===== src/rtl/serial_add_ctrl_if.sv =====
// serial_add_ctrl_if: request/response and full-adder signals of the
// bit-serial add/subtract sequencer.
// Optional macro SERIAL_ADD_OVF_EN adds the signed-overflow flag ovf.
interface serial_add_ctrl_if #(
   parameter int WIDTH = 8
) ();
   // requester side
   logic             start;
   logic             sub;
   logic             cin_in;
   logic [WIDTH-1:0] a_in;
   logic [WIDTH-1:0] b_in;
   logic             abort;
   logic             ready;
   logic             busy;
   logic             done;
   logic [WIDTH-1:0] sum;
   logic             cout;
`ifdef SERIAL_ADD_OVF_EN
   logic             ovf;
`endif
   // shared 1-bit full-adder cell
   logic             fa_a;
   logic             fa_b;
   logic             fa_cin;
   logic             fa_s;
   logic             fa_cout;

   // Sequencer side.
   modport slave (
      input  start, sub, cin_in, a_in, b_in, abort, fa_s, fa_cout,
      output ready, busy, done, sum, cout, fa_a, fa_b, fa_cin
`ifdef SERIAL_ADD_OVF_EN
      , output ovf
`endif
   );

   // Requester plus full-adder side.
   modport master (
      output start, sub, cin_in, a_in, b_in, abort, fa_s, fa_cout,
      input  ready, busy, done, sum, cout, fa_a, fa_b, fa_cin
`ifdef SERIAL_ADD_OVF_EN
      , input ovf
`endif
   );
endinterface


===== src/rtl/serial_add_ctrl.sv =====
// serial_add_ctrl: bit-serial add/subtract sequencer driving one external
// 1-bit full-adder cell. Operands are shifted LSB-first through the cell,
// the cell's carry is fed back through carry_reg, and the result is
// assembled in a shift register. DONE pulses WIDTH cycles after accept.
// Optional macro SERIAL_ADD_OVF_EN adds a signed-overflow flag (ovf).
module serial_add_ctrl #(
   parameter int WIDTH = 8
) (
   input logic              clk,
   input logic              rst_n,
   serial_add_ctrl_if.slave bus
);

   localparam int CNT_W = (WIDTH > 2) ? $clog2(WIDTH) : 1;
   localparam int RES_W = WIDTH - 1;
   localparam logic [CNT_W-1:0] LAST_BIT = CNT_W'(WIDTH - 1);

   typedef enum logic [1:0] {
      IDLE    = 2'd0,
      RUN     = 2'd1,
      DONE_ST = 2'd2
   } state_t;

   state_t state_reg, state_next;

   logic [WIDTH-1:0] a_sh_reg;
   logic [WIDTH-1:0] b_sh_reg;
   // Only WIDTH-1 result bits are stored: the final bit comes straight
   // from the cell on the last edge and goes directly into sum_reg.
   logic [RES_W-1:0] res_sh_reg;
   logic             carry_reg;
   logic [CNT_W-1:0] cnt_reg;
   logic [WIDTH-1:0] sum_reg;
   logic             cout_reg;
`ifdef SERIAL_ADD_OVF_EN
   logic             ovf_reg;
`endif

   logic [WIDTH-1:0] a_shift;
   logic [WIDTH-1:0] b_shift;
   logic [WIDTH-1:0] b_load;
   logic [RES_W-1:0] res_shift;
   logic [WIDTH-1:0] sum_final;

   logic accept;
   logic step;
   logic last_bit;
   logic ready_int;
   logic busy_int;
   logic done_int;

   // Per-bit shift, operand-load and result-assembly networks.
   genvar gi;
   generate
      for (gi = 0; gi < WIDTH; gi++) begin : g_op_bit
         // Subtraction is A + ~B + 1, so B is inverted on load.
         assign b_load[gi] = bus.b_in[gi] ^ bus.sub;
         if (gi == WIDTH - 1) begin : g_top
            assign a_shift[gi] = 1'b0;
            assign b_shift[gi] = 1'b0;
         end else begin : g_mid
            assign a_shift[gi] = a_sh_reg[gi+1];
            assign b_shift[gi] = b_sh_reg[gi+1];
         end
      end

      for (gi = 0; gi < RES_W; gi++) begin : g_res_bit
         if (gi == RES_W - 1) begin : g_top
            assign res_shift[gi] = bus.fa_s;
         end else begin : g_mid
            assign res_shift[gi] = res_sh_reg[gi+1];
         end
      end

      for (gi = 0; gi < WIDTH; gi++) begin : g_sum_bit
         if (gi == WIDTH - 1) begin : g_top
            assign sum_final[gi] = bus.fa_s;
         end else begin : g_mid
            assign sum_final[gi] = res_sh_reg[gi];
         end
      end
   endgenerate

   assign last_bit = (cnt_reg == LAST_BIT);

   // State register.
   always_ff @(posedge clk or negedge rst_n) begin
      if (!rst_n) begin
         state_reg <= IDLE;
      end else begin
         state_reg <= state_next;
      end
   end

   // Next-state and handshake decode; ABORT only matters while running,
   // and START wins over ABORT in DONE_ST.
   always_comb begin
      state_next = state_reg;
      ready_int  = 1'b0;
      busy_int   = 1'b0;
      done_int   = 1'b0;
      accept     = 1'b0;
      step       = 1'b0;
      case (state_reg)
         IDLE: begin
            ready_int = 1'b1;
            if (bus.start) begin
               accept     = 1'b1;
               state_next = RUN;
            end
         end
         RUN: begin
            busy_int = 1'b1;
            if (bus.abort) begin
               state_next = IDLE;
            end else begin
               step = 1'b1;
               if (last_bit) begin
                  state_next = DONE_ST;
               end
            end
         end
         DONE_ST: begin
            ready_int = 1'b1;
            done_int  = 1'b1;
            if (bus.start) begin
               accept     = 1'b1;
               state_next = RUN;
            end else begin
               state_next = IDLE;
            end
         end
         default: begin
            state_next = IDLE;
         end
      endcase
   end

   // Operand capture, serial stepping and result/flag registers.
   always_ff @(posedge clk or negedge rst_n) begin
      if (!rst_n) begin
         a_sh_reg   <= '0;
         b_sh_reg   <= '0;
         res_sh_reg <= '0;
         carry_reg  <= 1'b0;
         cnt_reg    <= '0;
         sum_reg    <= '0;
         cout_reg   <= 1'b0;
`ifdef SERIAL_ADD_OVF_EN
         ovf_reg    <= 1'b0;
`endif
      end else if (accept) begin
         a_sh_reg   <= bus.a_in;
         b_sh_reg   <= b_load;
         res_sh_reg <= '0;
         carry_reg  <= bus.sub ? 1'b1 : bus.cin_in;
         cnt_reg    <= '0;
      end else if (step) begin
         a_sh_reg   <= a_shift;
         b_sh_reg   <= b_shift;
         res_sh_reg <= res_shift;
         carry_reg  <= bus.fa_cout;
         cnt_reg    <= cnt_reg + 1'b1;
         if (last_bit) begin
            sum_reg  <= sum_final;
            cout_reg <= bus.fa_cout;
`ifdef SERIAL_ADD_OVF_EN
            // Carry into the sign bit differs from carry out of it.
            ovf_reg  <= carry_reg ^ bus.fa_cout;
`endif
         end
      end
   end

   assign bus.ready  = ready_int;
   assign bus.busy   = busy_int;
   assign bus.done   = done_int;
   assign bus.sum    = sum_reg;
   assign bus.cout   = cout_reg;
`ifdef SERIAL_ADD_OVF_EN
   assign bus.ovf    = ovf_reg;
`endif
   // The adder cell only sees live operands while running.
   assign bus.fa_a   = busy_int & a_sh_reg[0];
   assign bus.fa_b   = busy_int & b_sh_reg[0];
   assign bus.fa_cin = busy_int & carry_reg;

endmodule


===== src/flat_wrapper.sv =====
// flat-port wrapper written by rule: the top's interface ports become plain ports
module serial_add_ctrl_flat 
#(
   parameter int WIDTH = 8
)
  (clk, rst_n, bus_start, bus_sub, bus_cin_in, bus_a_in, bus_b_in, bus_abort, bus_fa_s, bus_fa_cout, bus_ready, bus_busy, bus_done, bus_sum, bus_cout, bus_fa_a, bus_fa_b, bus_fa_cin);
  serial_add_ctrl_if #(.WIDTH(WIDTH)) bus_i ();
  input logic clk;
  input logic rst_n;
  input wire logic [$bits(bus_i.start)-1:0] bus_start;
  input wire logic [$bits(bus_i.sub)-1:0] bus_sub;
  input wire logic [$bits(bus_i.cin_in)-1:0] bus_cin_in;
  input wire logic [$bits(bus_i.a_in)-1:0] bus_a_in;
  input wire logic [$bits(bus_i.b_in)-1:0] bus_b_in;
  input wire logic [$bits(bus_i.abort)-1:0] bus_abort;
  input wire logic [$bits(bus_i.fa_s)-1:0] bus_fa_s;
  input wire logic [$bits(bus_i.fa_cout)-1:0] bus_fa_cout;
  output wire logic [$bits(bus_i.ready)-1:0] bus_ready;
  output wire logic [$bits(bus_i.busy)-1:0] bus_busy;
  output wire logic [$bits(bus_i.done)-1:0] bus_done;
  output wire logic [$bits(bus_i.sum)-1:0] bus_sum;
  output wire logic [$bits(bus_i.cout)-1:0] bus_cout;
  output wire logic [$bits(bus_i.fa_a)-1:0] bus_fa_a;
  output wire logic [$bits(bus_i.fa_b)-1:0] bus_fa_b;
  output wire logic [$bits(bus_i.fa_cin)-1:0] bus_fa_cin;
  assign bus_i.start = bus_start;
  assign bus_i.sub = bus_sub;
  assign bus_i.cin_in = bus_cin_in;
  assign bus_i.a_in = bus_a_in;
  assign bus_i.b_in = bus_b_in;
  assign bus_i.abort = bus_abort;
  assign bus_i.fa_s = bus_fa_s;
  assign bus_i.fa_cout = bus_fa_cout;
  assign bus_ready = bus_i.ready;
  assign bus_busy = bus_i.busy;
  assign bus_done = bus_i.done;
  assign bus_sum = bus_i.sum;
  assign bus_cout = bus_i.cout;
  assign bus_fa_a = bus_i.fa_a;
  assign bus_fa_b = bus_i.fa_b;
  assign bus_fa_cin = bus_i.fa_cin;
  serial_add_ctrl #(.WIDTH(WIDTH)) u_core (.clk(clk), .rst_n(rst_n), .bus(bus_i));
endmodule

===== config.mk =====
export PLATFORM = sky130hd
export DESIGN_NAME = serial_add_ctrl_flat
export DESIGN_NICKNAME = d
export VERILOG_FILES = /design/src/rtl/serial_add_ctrl_if.sv /design/src/rtl/serial_add_ctrl.sv /design/src/flat_wrapper.sv
export SDC_FILE = /design/constraint.sdc
export NUM_CORES = 1
export LEC_CHECK = 0
export BUFFER_PORTS_ARGS = -buffer_cell sky130_fd_sc_hd__buf_4
export CORE_AREA = 8 8 71 73
export DETAILED_ROUTE_END_ITERATION = 7
export DIE_AREA = 0 0 79 81
export HOLD_SLACK_MARGIN = 0.08
export PLACE_DENSITY = 0.7
export REMOVE_ABC_BUFFERS = 1
export SKIP_CTS_REPAIR_TIMING = 1
export SYNTH_ARGS = -nofsm -noshare
export SYNTH_HDL_FRONTEND = slang
export SYNTH_SLANG_ARGS = --single-unit

===== constraint.sdc =====
create_clock -name clk -period 1.4 [get_ports clk]
set_input_delay 0.21 -clock clk [delete_from_list [all_inputs] [get_ports clk]]
set_output_delay 0.21 -clock clk [all_outputs]
set_load 0.005 [all_outputs]

# Word-level counts from Yosys, hierarchy flattened
# Cells that the tools add are included.
# totals
output_inout_bits	15
word_cells	54
reg_bits	38
# op_classes
eq_ne	5
reduce_logical	5
muxes	23
n_bitwise	12
add_sub_neg	1
# op_table
operator	count
2-to-1 mux 8 bit	4
2-to-1 mux 7 bit	2
2-to-1 mux 1 bit	11
XOR 1 bit	8
2-to-1 mux 2 bit	3
2-to-1 mux 3 bit	2
case mux 2 bit (3 select lines)	1
adder 3 x 1 -> 3 bit (second input constant)	1
bitwise AND 1 bit	3
equality test 3 bit (second input constant)	1
!= test 3 x 2 -> 1 bit (second input constant)	1
AND reduction 3 bit	1
equality test 2 x 1 -> 1 bit (second input constant)	1
equality test 2 bit (second input constant)	1
logical NOT 2 bit	1
!= test 2 bit (second input constant)	1
AND reduction 2 bit	1
nonzero test 2 bit	1
OR reduction 2 bit	1
inverter 1 bit	1

# Depth between registers and ports, before layout
# logic_depth
ltp_word	5
depth_mapped	5
depth_no_buf	4

# Worst setup path before layout
# No wires, ideal clock.
# synth_path
kind	reg-to-reg
from	register u_core.state_reg[1]
to	register u_core.cout_reg, in the netlist u_core.bus.cout
required_ps	1275
path_buffers	1
period_less_slack_ps	1439
stages_incl_launch_ff	5
slack_ps	-39
arrival_time_ps	1314
setup_ps	125
cell_sequence	dfrtp_1 -> nor3b_4 -> and2_1 -> buf_6 -> mux2_4
# synth_via
elab_chain_len	5
elab_cells_between_ends	8
cone_classes	eq/ne: 2; mux: 2; bitwise: 1; reduce/logical: 3
# synth_lines
item	line_no	rtl
start, declared	serial_add_ctrl.sv:24	state_t state_reg, state_next;
start signal, assigned	serial_add_ctrl.sv:91	state_reg <= state_next;
equality test 2 bit or logical NOT 2 bit (tied branches)	serial_add_ctrl.sv:104	case (state_reg)
OR reduction 2 bit (no line)	--	
2-to-1 mux 1 bit	--	
inverter 1 bit (no line)	--	
AND reduction 3 bit (no line) *	--	
end signal, assigned	serial_add_ctrl.sv:166	cout_reg <= bus.fa_cout;
end, declared	serial_add_ctrl.sv:34	logic cout_reg;
# Mark *: on every way between the ends. The rest lies on a longest branch, timed or not.
# A chain may end at the register's enable or synchronous reset.

# Worst setup path after layout
# layout_path
from	register u_core.state_reg[1]
to	output bus_fa_b
# layout_via
elab_chain_len	3
# layout_lines
item	line_no	rtl
equality test 2 x 1 -> 1 bit	serial_add_ctrl.sv:104	
2-to-1 mux 1 bit	serial_add_ctrl.sv:104	
bitwise AND 1 bit	serial_add_ctrl.sv:185	assign bus.fa_b = busy_int & b_sh_reg[0];
end, declared	flat_wrapper.sv:24	output wire logic [$bits(bus_i.fa_b)-1:0] bus_fa_b;
# No other way between the ends.

==> flow_summary.yaml <==
grt:
  antenna_found_initial: 0
  grt.total_usage_pct: 12.5
  first_global_vias: 1375
  grt_start_max_net_pins: 39
  grt_overflow: 0
  grt_pass1_wl_um: 6290
clock_network:
  clkTransAtPathRegs_ns: 0.07
  worstSkewPairLatency_ns: 0.29
  cts-htree-levels: 2
  cts-root-buf: "clkbuf_8"
  cts_tree: "yes"
  cts_made_buffers: 5
  cts-root-to-sink-buffers: 2
  clock_sinks: 38
place:
  place_inst: 248
  gp_congestion: 0.771
  portBuffers: 38
  post-place-ws_ns: -0.222
  dpl.hpwl_um: 2750
sta:
  finalWorstSetupSlack_ns: -0.0733
  hold_violations: 0
  final.period_utilization_pct: 105
  skew_ns: 0.00289
  slew_headroom_pct: 68.2
  period_needed_ns: 1.47
  tightest_slew_ns: 0.478
  max_freq_mhz: 679
  setup_tns_ns: -0.895
  rsz0062_at_grt: "true"
  finalSetupViolations: 31
  slew_viol_final: 0
synthesis:
  yosys_warnings: 0
  synth_edf_count: 0
  syn_area_um2: 1720
  synthCells: 162
  async_flop_share_pct: 100
  netlist-cell-type-count: 21
  synth.avg_cell_area_um2: 10.6
  synth.yosys.seq_area_share_pct: 55.3
  yosys_most_used_dff: "dfrtp_1"
  synth-seq-cells: 38
power_and_ir_drop:
  power_density_nw_per_um2: 1170
  leakage_nw: 1.20
  peakVddDrop_mv: 0.635
  finalPower_mw: 2.98
detailed_routing:
  postRouteAntennaNets: 0
  wl_per_cell_um: 16.5
  vias: 1372
  dr.pass1.iters: 4
  wl_um: 4330
  drc_errors: 0
  drt-initial-drc-count: 59
  via_per_inst: 5.22
setup_path:
  cp-end-kind: "output pin"
  path_cells: "buf_6 > nor2_4 > buf_6 > and2_4 > buf_6"
  max_stage_delay_ns: 0.42
  cp_common_cell: "buf_6"
  worstPathArrival_ns: 1.26
  r2r_slack_ns: -0.05
  path_depth: 5
  rr_startpoint: "u_core.state_reg[0]$_DFFE_PN0P_"
  crit_fanout: 4
  worst_r2r_endpoint: "u_core.bus.sum[3]$_DFFE_PN0P_"
  startpoint_type: "flip-flop"
  worstRegToRegCells: 4
  crit_buf_inv: 3
  slowest_stage: "dfrtp_1"
  required_ns: 1.19
  worstSetupStartpoint: "u_core.state_reg[1]$_DFFE_PN0P_"
  worstSetupPathType: "flip-flop to output pin"
  cp-endpoint: "bus_fa_b"
  cp_top_family: "flip-flops"
floorplanning:
  die_y_um: 81
  dieArea_um2: 6400
  row_count: 23
  num_io_pins: 39
  initial_utilization_pct: 43.9
  coreArea_um2: 3910
  die_w_um: 79
final_layout:
  fillCellCount: 309
  layout-area-overhead-vs-synth_pct: 48.2
  final_cell_count_no_fill: 263
  final_common_cell: "buf_4"
  n_antenna_cell: 0
  nNetsFinal: 239
  drive_gt1_share_pct: 54.5
  final_cell_mix: "buf_4 (41), dfrtp_1 (38), nand2_1 (21), nand3_2 (12), buf_6 (10)"
  final_core_util_pct: 65.1
min_path:
  hp-class: "input port to flip-flop"
  holdCritStartpoint: "bus_a_in[7]"
job:
  drv_cap: 0
outcome:
  status: "finished with violations"
  failed_checks: "negative setup slack"
## worst min-delay path by stage
stage                                             endpoint  slack (ns)  cells past startpoint
after detailed placement     u_core.bus.sum[4]$_DFFE_PN0P_        0.20                      1
after global placement       u_core.bus.sum[5]$_DFFE_PN0P_        0.19                      1
after floorplan             u_core.a_sh_reg[0]$_DFFE_PN0P_       -0.09                      0
after CTS                 u_core.res_sh_reg[4]$_DFFE_PN0P_       -0.11                      1
after global routing        u_core.a_sh_reg[4]$_DFFE_PN0P_        0.14                      3
final                       u_core.a_sh_reg[7]$_DFFE_PN0P_        0.12                      3
## stage by stage
step                      cell area, µm²  hold WS, ns
after CTS                           2170       -0.107
after floorplan                     1660      -0.0856
after global placement              2090        0.192
after detailed placement            2090        0.203
final                               2550        0.118
after global routing                2550        0.135
## where the power goes
group          internal (mW)  switching (mW)
Sequential              1.28           0.147
Combinational          0.467           0.382
Clock                  0.343           0.356
Total                   2.09           0.886
## layer usage
metal	part of all wire [%]	GRT usage (%)	vias up	routed length, µm
met5	0	0	-	0
met4	1.5	3.89	0	63
met3	6.3	5.08	6	273
met2	47	19.3	38	2030
met1	45	15.5	676	1960
li1	-	-	652	-
## worst register-to-register path, cell delays in order, from the launching register on
cell	delay, ns
dfrtp_1	0.36
buf_4	0.11
nor3b_4	0.23
and2_4	0.30
mux2_4	0.33
## cell type report
class	count	area, µm²	area share, %
repair buffers	56	520	20.4
flip-flops and latches	38	951	37.3
multi-input cells	111	931	36.5
inverters	1	6.26	0.246
clock buffers	7	76.3	3.00
well taps	50	62.6	2.46
## Yosys cell counts (2+ instances only)
cell	instances	area, µm²
a21oi_1	13	65.1
a221o_1	3	30.0
a22oi_1	5	37.5
and2_1	4	25.0
buf_2	7	35.0
clkbuf_1	4	15.0
dfrtp_1	38	951
ha_1	2	25.0
mux2_4	9	135
nand2_1	32	120
nand3_1	14	70.1
nor2_1	9	33.8
nor2b_1	2	12.5
o211ai_1	4	30.0
o21ai_0	3	15.0
xnor2_1	8	70.1
## kinds of logic (layout without fill, tap and decap cells)
group	count (synthesis)	after routing	share of synthesized area (%)
simple gates	64	64	17.2
flops	38	38	55.3
compound gates	28	28	10.3
buf+inv	13	64	3.78
mux	9	9	7.86
xor+xnor	8	8	4.08
fa+ha+maj	2	2	1.46
Note: power is estimated with default switching activity, not from simulation.
